File: src/rtl/mdu_pkg.sv
// Shared encodings for the multiply/divide unit: opcodes, FSM states, iteration counter width.
// Optional MTHI/MTLO write port is enabled by defining MDU_HILO_WRITE_EN.
package mdu_pkg;

  typedef enum logic [1:0] {
    OP_MULT  = 2'b00,
    OP_MULTU = 2'b01,
    OP_DIV   = 2'b10,
    OP_DIVU  = 2'b11
  } mdu_op_e;

  typedef enum logic [1:0] {
    ST_IDLE = 2'b00,
    ST_RUN  = 2'b01,
    ST_FIX  = 2'b10
  } mdu_state_e;

  // Wide enough to count DATA_W iterations for any DATA_W up to 64.
  localparam int MDU_CNT_W = 6;

  function automatic logic op_is_div(input logic [1:0] op);
    return (op == OP_DIV) || (op == OP_DIVU);
  endfunction

  function automatic logic op_is_signed(input logic [1:0] op);
    return (op == OP_MULT) || (op == OP_DIV);
  endfunction

endpackage

File: src/rtl/mdu_if.sv
// Control-unit <-> MDU bundle: start/op/operands in, busy/done/flags/HI/LO out.
// Carries hilo_we/hilo_wdata only when MDU_HILO_WRITE_EN is defined.
interface mdu_if #(
  parameter int DATA_W = 32
);

  logic              start;
  logic [1:0]        op;
  logic [DATA_W-1:0] operand_a;
  logic [DATA_W-1:0] operand_b;
  logic              busy;
  logic              done;
  logic              div_by_zero;
  logic [DATA_W-1:0] hi;
  logic [DATA_W-1:0] lo;
`ifdef MDU_HILO_WRITE_EN
  logic [1:0]        hilo_we;
  logic [DATA_W-1:0] hilo_wdata;

  modport master (
    output start, op, operand_a, operand_b, hilo_we, hilo_wdata,
    input  busy, done, div_by_zero, hi, lo
  );

  modport slave (
    input  start, op, operand_a, operand_b, hilo_we, hilo_wdata,
    output busy, done, div_by_zero, hi, lo
  );
`else
  modport master (
    output start, op, operand_a, operand_b,
    input  busy, done, div_by_zero, hi, lo
  );

  modport slave (
    input  start, op, operand_a, operand_b,
    output busy, done, div_by_zero, hi, lo
  );
`endif

endinterface

File: src/rtl/mdu_iter_core.sv
// One combinational iteration: shift-add multiply step or restoring-divide step on {upper, lower}.
// Multiply: lower holds the multiplier, operand the multiplicand. Divide: lower holds the dividend/quotient.
module mdu_iter_core #(
  parameter int DATA_W = 32
) (
  input  logic              is_div_i,
  input  logic [DATA_W-1:0] upper_i,
  input  logic [DATA_W-1:0] lower_i,
  input  logic [DATA_W-1:0] operand_i,
  output logic [DATA_W-1:0] upper_o,
  output logic [DATA_W-1:0] lower_o
);

  logic [DATA_W:0]   sum;
  logic [DATA_W:0]   shifted;
  logic [DATA_W-1:0] rem_sub;
  logic              fits;

  always_comb begin
    sum     = {1'b0, upper_i} + (lower_i[0] ? {1'b0, operand_i} : '0);
    shifted = {upper_i, lower_i[DATA_W-1]};
    fits    = (shifted >= {1'b0, operand_i});
    // When the divisor fits, the true difference is below 2^DATA_W, so a narrow subtract is exact.
    rem_sub = shifted[DATA_W-1:0] - operand_i;

    upper_o = sum[DATA_W:1];
    lower_o = {sum[0], lower_i[DATA_W-1:1]};
    if (is_div_i) begin
      upper_o = fits ? rem_sub : shifted[DATA_W-1:0];
      lower_o = {lower_i[DATA_W-2:0], fits};
    end
  end

endmodule

File: src/rtl/mult_div_unit.sv
// Iterative MULT/MULTU/DIV/DIVU with architectural HI/LO; result 33 clocks after the start edge.
// Define MDU_HILO_WRITE_EN to add the MTHI/MTLO write port.
module mult_div_unit
  import mdu_pkg::*;
#(
  parameter int DATA_W = 32
) (
  input  logic clk,
  input  logic reset,
  mdu_if.slave bus
);

  mdu_state_e            state_q, state_d;
  logic [MDU_CNT_W-1:0]  cnt_q, cnt_d;
  logic [DATA_W-1:0]     upper_q, upper_d;
  logic [DATA_W-1:0]     lower_q, lower_d;
  logic [DATA_W-1:0]     opnd_q, opnd_d;
  logic                  is_div_q, is_div_d;
  logic                  neg_q, neg_d;
  logic                  neg_rem_q, neg_rem_d;
  logic                  dbz_q, dbz_d;
  logic [DATA_W-1:0]     hi_q, hi_d;
  logic [DATA_W-1:0]     lo_q, lo_d;
  logic                  done_q, done_d;
  logic                  dbz_out_q, dbz_out_d;

  logic [DATA_W-1:0]     step_upper, step_lower;
  logic                  start_div, start_signed;
  logic                  sign_a, sign_b;
  logic [DATA_W-1:0]     mag_a, mag_b;
  logic [2*DATA_W-1:0]   prod_fix;
  logic [DATA_W-1:0]     quo_fix, rem_fix;

  mdu_iter_core #(.DATA_W(DATA_W)) u_core (
    .is_div_i (is_div_q),
    .upper_i  (upper_q),
    .lower_i  (lower_q),
    .operand_i(opnd_q),
    .upper_o  (step_upper),
    .lower_o  (step_lower)
  );

  always_comb begin : operand_prep
    start_div    = op_is_div(bus.op);
    start_signed = op_is_signed(bus.op);
    sign_a       = start_signed & bus.operand_a[DATA_W-1];
    sign_b       = start_signed & bus.operand_b[DATA_W-1];
    mag_a        = sign_a ? -bus.operand_a : bus.operand_a;
    mag_b        = sign_b ? -bus.operand_b : bus.operand_b;
  end

  always_comb begin : sign_fixup
    prod_fix = neg_q ? -{upper_q, lower_q} : {upper_q, lower_q};
    quo_fix  = neg_q ? -lower_q : lower_q;
    rem_fix  = neg_rem_q ? -upper_q : upper_q;
  end

  always_comb begin : fsm_next
    state_d   = state_q;
    cnt_d     = cnt_q;
    upper_d   = upper_q;
    lower_d   = lower_q;
    opnd_d    = opnd_q;
    is_div_d  = is_div_q;
    neg_d     = neg_q;
    neg_rem_d = neg_rem_q;
    dbz_d     = dbz_q;
    hi_d      = hi_q;
    lo_d      = lo_q;
    done_d    = 1'b0;
    dbz_out_d = 1'b0;

`ifdef MDU_HILO_WRITE_EN
    // Software writes come first so that a result landing on the same edge overrides them.
    if (bus.hilo_we[1]) hi_d = bus.hilo_wdata;
    if (bus.hilo_we[0]) lo_d = bus.hilo_wdata;
`endif

    case (state_q)
      ST_IDLE: begin
        if (bus.start) begin
          state_d   = ST_RUN;
          cnt_d     = '0;
          upper_d   = '0;
          lower_d   = start_div ? mag_a : mag_b;
          opnd_d    = start_div ? mag_b : mag_a;
          is_div_d  = start_div;
          neg_d     = sign_a ^ sign_b;
          neg_rem_d = sign_a;
          dbz_d     = start_div && (bus.operand_b == '0);
        end
      end
      ST_RUN: begin
        upper_d = step_upper;
        lower_d = step_lower;
        if (cnt_q == MDU_CNT_W'(DATA_W - 1)) begin
          state_d = ST_FIX;
          cnt_d   = '0;
        end else begin
          cnt_d = cnt_q + MDU_CNT_W'(1);
        end
      end
      ST_FIX: begin
        state_d   = ST_IDLE;
        done_d    = 1'b1;
        dbz_out_d = dbz_q;
        if (is_div_q) begin
          // A zero divisor leaves the dividend as remainder; only the quotient is forced.
          hi_d = rem_fix;
          lo_d = dbz_q ? '1 : quo_fix;
        end else begin
          hi_d = prod_fix[2*DATA_W-1:DATA_W];
          lo_d = prod_fix[DATA_W-1:0];
        end
      end
      default: begin
        state_d = ST_IDLE;
      end
    endcase
  end

  always_ff @(posedge clk) begin
    if (reset) begin
      state_q   <= ST_IDLE;
      cnt_q     <= '0;
      upper_q   <= '0;
      lower_q   <= '0;
      opnd_q    <= '0;
      is_div_q  <= 1'b0;
      neg_q     <= 1'b0;
      neg_rem_q <= 1'b0;
      dbz_q     <= 1'b0;
      hi_q      <= '0;
      lo_q      <= '0;
      done_q    <= 1'b0;
      dbz_out_q <= 1'b0;
    end else begin
      state_q   <= state_d;
      cnt_q     <= cnt_d;
      upper_q   <= upper_d;
      lower_q   <= lower_d;
      opnd_q    <= opnd_d;
      is_div_q  <= is_div_d;
      neg_q     <= neg_d;
      neg_rem_q <= neg_rem_d;
      dbz_q     <= dbz_d;
      hi_q      <= hi_d;
      lo_q      <= lo_d;
      done_q    <= done_d;
      dbz_out_q <= dbz_out_d;
    end
  end

  assign bus.busy        = (state_q != ST_IDLE);
  assign bus.done        = done_q;
  assign bus.div_by_zero = dbz_out_q;
  assign bus.hi          = hi_q;
  assign bus.lo          = lo_q;

endmodule

File: src/flat_wrapper.sv
// flat-port wrapper written by rule: the top's interface ports become plain ports
module mult_div_unit_flat import mdu_pkg::*;
#(
  parameter int DATA_W = 32
)
  (clk, reset, bus_start, bus_op, bus_operand_a, bus_operand_b, bus_busy, bus_done, bus_div_by_zero, bus_hi, bus_lo);
  mdu_if #(.DATA_W(DATA_W)) bus_i ();
  input  logic clk;
  input  logic reset;
  input wire logic [$bits(bus_i.start)-1:0] bus_start;
  input wire logic [$bits(bus_i.op)-1:0] bus_op;
  input wire logic [$bits(bus_i.operand_a)-1:0] bus_operand_a;
  input wire logic [$bits(bus_i.operand_b)-1:0] bus_operand_b;
  output wire logic [$bits(bus_i.busy)-1:0] bus_busy;
  output wire logic [$bits(bus_i.done)-1:0] bus_done;
  output wire logic [$bits(bus_i.div_by_zero)-1:0] bus_div_by_zero;
  output wire logic [$bits(bus_i.hi)-1:0] bus_hi;
  output wire logic [$bits(bus_i.lo)-1:0] bus_lo;
  assign bus_i.start = bus_start;
  assign bus_i.op = bus_op;
  assign bus_i.operand_a = bus_operand_a;
  assign bus_i.operand_b = bus_operand_b;
  assign bus_busy = bus_i.busy;
  assign bus_done = bus_i.done;
  assign bus_div_by_zero = bus_i.div_by_zero;
  assign bus_hi = bus_i.hi;
  assign bus_lo = bus_i.lo;
  mult_div_unit #(.DATA_W(DATA_W)) u_core (.clk(clk), .reset(reset), .bus(bus_i));
endmodule
File: config.mk
export PLATFORM = sky130hd
export DESIGN_NAME = mult_div_unit_flat
export DESIGN_NICKNAME = d
export VERILOG_FILES = /design/src/rtl/mdu_pkg.sv /design/src/rtl/mdu_if.sv /design/src/rtl/mdu_iter_core.sv /design/src/rtl/mult_div_unit.sv /design/src/flat_wrapper.sv
export SDC_FILE = /design/constraint.sdc
export NUM_CORES = 1
export LEC_CHECK = 0
export ABC_AREA = 1
export CORE_ASPECT_RATIO = 0.7
export CORE_MARGIN = 2
export CORE_UTILIZATION = 25
export CTS_CLUSTER_DIAMETER = 120
export DETAILED_ROUTE_END_ITERATION = 10
export DONT_BUFFER_PORTS = 1
export SLEW_MARGIN = 10
export SYNTH_ARGS = -nofsm -noshare
export SYNTH_HDL_FRONTEND = slang
export SYNTH_SLANG_ARGS = --single-unit
export TNS_END_PERCENT = 5
File: constraint.sdc
create_clock -name clk -period 3.65 [get_ports clk]
set_input_delay 0.9125 -clock clk [delete_from_list [all_inputs] [get_ports clk]]
set_output_delay 0.9125 -clock clk [all_outputs]
set_load 0.05 [all_outputs]
* Word-level counts from Yosys, hierarchy flattened
Index checks and enable logic that the tools add are counted.
** Word-level totals
- Output and inout bits :: 67
- Input bits :: 69
- Flip-flop bits (word level) :: 174
** Operators by class
- Reduce and logical (&&, ||, !) cells :: 12
- $lt $le $gt $ge :: 1
- Multiplexer cells :: 25
- Add/subtract/negate cells :: 8
- Bitwise gates (word level) :: 4
- Equality and inequality tests :: 7
** Operator list (number)
- 2-to-1 mux 32 bit :: 15
- negation 32 bit :: 4
- case mux 32 bit (2 select lines) :: 2
- 2-to-1 mux 64 bit :: 1
- negation 64 bit :: 1
- adder 32 x 33 -> 33 bit :: 1
- greater-or-equal comparator 33 x 32 -> 1 bit :: 1
- zero test 32 bit :: 1
- subtractor 32 bit :: 1
- 2-to-1 mux 6 bit :: 2
- case mux 6 bit (2 select lines) :: 1
- adder 6 x 1 -> 6 bit (second input constant) :: 1
- == test 2 bit (second input constant) :: 3
- == test 6 x 5 -> 1 bit (second input constant) :: 1
- AND reduction 2 bit :: 3
- zero test 2 bit :: 2
- 2-to-1 mux 2 bit :: 2
- case mux 2 bit (2 select lines) :: 1
- nonzero test 2 bit :: 2
- bitwise AND 1 bit :: 2
- == test 2 x 1 -> 1 bit (second input constant) :: 1
- logical OR 1 bit :: 2
- != test 2 x 1 -> 1 bit (second input constant) :: 1
- != test 2 bit (second input constant) :: 1
- other kinds (5) :: 5

* Logic depth before layout (Yosys ltp)
- Depth after elaboration :: 7
- Depth in mapped cells :: 22
- Depth with buffers taken out :: 20

* Hierarchy
A second synthesis with hierarchy kept.
** Unflattened totals
- Cells, all modules :: 3020
- Area total of the unflattened synthesis :: 17221.5 um^2
** By module, submodules not included
- mult_div_unit :: area an instance 11070.6 um^2, instances 1, cells each 1740, seq. area each 3483.3 um^2
- mdu_iter_core :: area an instance 6150.9 um^2, instances 1, cells each 1280, seq. area each 0.0 um^2

* Least setup slack after synthesis
Ideal clock, no wire load.
- Path type :: register -> register
- Start :: register u_core.lower_q[0]
- End :: register u_core.upper_q[15]
- Path slack :: 1.067 ns
- Data arrival time :: 2.512 ns
- Stages on the path, launching flop included :: 20
- Period minus slack after synthesis :: 2.583 ns
- Path through :: dfxtp_1 buf_2 buf_1 nand2_1 inv_1 ha_1 inv_1 fa_1 inv_1 nand3_1 nand3_1 inv_1 o21bai_1 nand2_1 nand2_1 nand2_1 nand3_1 nand2_1 nand3b_1 a21oi_1
** Between the ends
- Cells in the longest elaborated chain, start to end :: 4
** Ends and longest elaborated chain
- from (decl) :: RTL line mult_div_unit.sv:16 : logic [DATA_W-1:0] lower_q, lower_d;
- from (signal assigned) :: RTL line mult_div_unit.sv:141 : lower_q <= lower_d;
- 2-to-1 mux 32 bit :: RTL line mdu_iter_core.sv:20 : sum = {1'b0, upper_i} + (lower_i[0] ? {1'b0, operand_i} : '0);
- adder 32 x 33 -> 33 bit :: RTL line mdu_iter_core.sv:20
- 2-to-1 mux 32 bit :: RTL line mdu_iter_core.sv:28 : if (is_div_i) begin
- case mux 32 bit (2 select lines) :: RTL line mult_div_unit.sv:79 : case (state_q)
- to (signal assigned) :: RTL line mult_div_unit.sv:140 : upper_q <= upper_d;
- to (decl) :: RTL line mult_div_unit.sv:15 : logic [DATA_W-1:0] upper_q, upper_d;
No other way between the ends.
A chain may end at the register's enable or synchronous reset.

* Final worst setup path
- Start :: register u_core.upper_q[0]
- End :: register u_core.upper_q[31]
** Between the ends
- Cells in the longest elaborated chain, start to end :: 4
- Elaborated cells between the ends (all ways) :: 6
- Those cells by class :: add/sub (2); order compare (1); mux (3)
** Ends and longest elaborated chain
- subtractor 32 bit or greater-or-equal comparator 33 x 32 -> 1 bit (tied branches) :: RTL line mdu_iter_core.sv:24, mdu_iter_core.sv:22
- 2-to-1 mux 32 bit :: RTL line mdu_iter_core.sv:29 : upper_o = fits ? rem_sub : shifted[DATA_W-1:0];
- 2-to-1 mux 32 bit (*) :: RTL line mdu_iter_core.sv:28
- case mux 32 bit (2 select lines) (*) :: RTL line mult_div_unit.sv:79
Every way passes the cells marked *; elsewhere a longest branch is shown, timed or not.

==> results.sh <==
export IMPL_root_buffer="clkbuf_16"
export IMPL_grt_start_max_net_pins=80
export IMPL_grt_antenna_before_repair=1
export IMPL_io_buffers=0
export IMPL_io_pins=136
export IMPL_async_flop_share=0
export IMPL_crit_required_ns=4.06
export IMPL_post_cts_buffers=0
export IMPL_met3_length_mm=12.3
export IMPL_max_vdd_ir_drop_mv=0.395
export IMPL_place_area_um2=18800
export IMPL_dp_hpwl_mm=65.0
export IMPL_start_util=0.253
export IMPL_routed_wl_mm=80.4
export IMPL_num_vias=20588
export IMPL_areaGrowthSynthToFinish_pct=9.80
export IMPL_syn_cell_area_um2=17700
export IMPL_synth_edff_count=0
export IMPL_hold_viol=0
export IMPL_ys_ff_latch=174
export IMPL_fmax_ghz=0.324
export IMPL_die_h_um=227
export IMPL_critPathBufInv=4
export IMPL_top_layer_used="met5"
export IMPL_clockBufferDepth=2
export IMPL_via_per_inst=5.12
export IMPL_grt_pass1_vias=17687
export IMPL_cts_tree="yes"
export IMPL_core_um2=69900
export IMPL_first_pass_iters=8
export IMPL_netlist_area_leader_share=0.197
export IMPL_drc_errors=0
export IMPL_p_leak_nw=9.69
export IMPL_rsz0062_at_grt="no"
export IMPL_drv_cap=0
export IMPL_fin_crit_ns=3.09
export IMPL_htree_levels=4
export IMPL_fp_row_count=81
export IMPL_ys_seq_area_frac=0.197
export IMPL_status="complete, no violations"
export IMPL_slowest_stage="dfxtp_1"
export IMPL_final_cell_mix="nand2_1 (930), inv_1 (491), nor2_1 (287)"
export IMPL_path_cells="ha_1 -> inv_1 -> fa_1 -> inv_1 -> nand3_1 -> nand3_1 -> inv_1 -> o21bai_1 -> nand2_1 -> nand3_1 -> nand2_1 -> nand3_1 -> nand2_1 -> inv_1 -> nand2_2 -> a21oi_2"
export IMPL_worst_slew_pin_slew_ns=0.791
export IMPL_path_clk_slew_ns=0.09
export IMPL_die_x_um=322
export IMPL_track_usage=0.214
export IMPL_ant_nets=0
export IMPL_cts_resized=0
export IMPL_drt_iter0_markers=2995
export IMPL_final_common_cell="nand2_1"
export IMPL_path_class="reg2reg"
export IMPL_ctsHoldBuffers=0
export IMPL_period_share=0.845
export IMPL_critical_path_max_fanout=8
export IMPL_syn_nets=3278
export IMPL_wl_per_cell_um=20.0
export IMPL_p_per_area_nw_per_um2=361
export IMPL_fin_nets=3239
export IMPL_synth_largest_area_cell="nand2_1"
export IMPL_netlist_top_cells_area="nand2_1 (20%), dfxtp_1 (20%), inv_1 (10%)"
export IMPL_min_path_type="reg2reg"
export IMPL_drive_above_1_share=0.0537
export IMPL_cts_buffers=17
export IMPL_crit_path_start_kind="flip-flop"
export IMPL_max_slew_margin=0.469
export IMPL_overflow=0
export IMPL_endpoint_kind="flip-flop"
export IMPL_final_setup_tns_ns=0
export IMPL_yosysWarningCount=0
export IMPL_met2_length_mm=29.6
export IMPL_gp_congestion=1.02
export IMPL_yosys_most_used_dff="dfxtp_1"
export IMPL_synth_avg_cell_area_um2=5.64
export IMPL_crit_arrival_ns=3.49
export IMPL_yosysUniqueCellTypes=54
export IMPL_met1Wirelength_mm=37.4
export IMPL_synthCells=3138
export IMPL_clock_sinks=174
export IMPL_die_area_um2=73000
export IMPL_grt_pass1_wl_mm=116
export IMPL_slew_viol_final=0
export IMPL_cp_top_family="simple AND/OR/NAND/NOR gates"
export IMPL_fin_skew_ns=0.0245
export IMPL_setup_viol=0
export IMPL_final_area_um2=19400
export IMPL_antenna_cells=0
export IMPL_clk_latency_ns=0.49
export IMPL_cpPeakStageDelay_ns=0.62
-- cells in the mapped netlist, drive strengths merged (4+ instances only) --
library cell / number
nand2: 940
inv: 497
nor2: 306
nand3: 252
o21ai: 223
a21oi: 205
dfxtp: 174
xor2: 92
clkbuf: 84
ha: 69
o211ai: 40
nand4: 39
nor3: 35
buf: 34
nand3b: 24
xnor2: 24
a31oi: 15
o221ai: 14
a22oi: 9
o21bai: 9
nor4: 8
or2: 8
clkinv: 7
and2: 5
and3: 4
o21a: 4
-- metrics by stage --
stage	hold slack [ns]	power, mW	setup WS [ns]	util	std cells
2_1_floorplan	0.422	4.08	1.07	-	3138
3_3_place_gp	0.465	4.98	0.802	0.270	3993
3_5_place_dp	0.467	4.96	0.726	0.270	3993
4_1_cts	0.482	6.89	0.740	0.278	4025
5_1_grt	0.494	7.34	0.392	0.278	4025
6_report	0.485	7.02	0.565	0.278	4025
-- where the power goes --
part           switching (mW)  internal (mW)  leakage, nW
registers               0.146           1.99         1.42
clock network           0.998          0.971        0.291
logic                    2.07          0.846         7.98
total                    3.22           3.80         9.69
-- flip-flops by register name, summed over array words and instances, names as in the netlist, 2 cells and up --
signal / flops
u_core.state_q: 2
u_core.bus.lo: 32
u_core.upper_q: 32
u_core.cnt_q: 6
u_core.lower_q: 32
u_core.opnd_q: 32
u_core.bus.hi: 32
-- cells by family (layout without fill, tap and decap cells) --
kind of cell | after synthesis | in the layout | synth area share
AOI/OAI and AO/OA | 532 | 532 | 0.167
xor gates and xnor gates | 116 | 116 | 0.0574
adders and majority gates | 71 | 71 | 0.0510
buffers and inverters | 622 | 596 | 0.136
and+or+nand+nor | 1623 | 1623 | 0.392
DFF | 174 | 174 | 0.197
-- area by class of cell --
type | count | area [µm²]
fillers | 8044 | 50500
multi-input cells | 2342 | 11800
clock buffers | 19 | 464
clock inverters | 13 | 135
repair buffers | 60 | 488
inverters | 504 | 1890
flip-flops and latches | 174 | 3490
well taps | 913 | 1140
-- worst paths after layout --
path / startpoint / slack, ns / to / depth (start not counted)
setup / recovery: u_core.upper_q[0] / 0.56 / u_core.upper_q[31] / 16
hold / removal: u_core.cnt_q[4] / 0.49 / u_core.cnt_q[4] / 2
setup reg to reg: u_core.upper_q[0] / 0.56 / u_core.upper_q[31] / 16
hold reg to reg: u_core.cnt_q[4] / 0.49 / u_core.cnt_q[4] / 2
-- worst register-to-register path, cell delays in order (launching register included) --
cell      delay, ns
dfxtp_1        0.62
ha_1           0.28
inv_1          0.06
fa_1           0.39
inv_1          0.12
nand3_1        0.08
nand3_1        0.24
inv_1          0.07
o21bai_1       0.37
nand2_1        0.21
nand3_1        0.14
nand2_1        0.07
nand3_1        0.07
nand2_1        0.05
inv_1          0.09
nand2_2        0.05
a21oi_2        0.09
-- per-layer routing --
layer / track usage / vias up
met2: 0.274 / 1126
li1: - / 9934
met1: 0.322 / 9458
met5: 0.00673 / -
met3: 0.0933 / 66
met4: 0.0314 / 4
(Power assumes the default switching activity.)
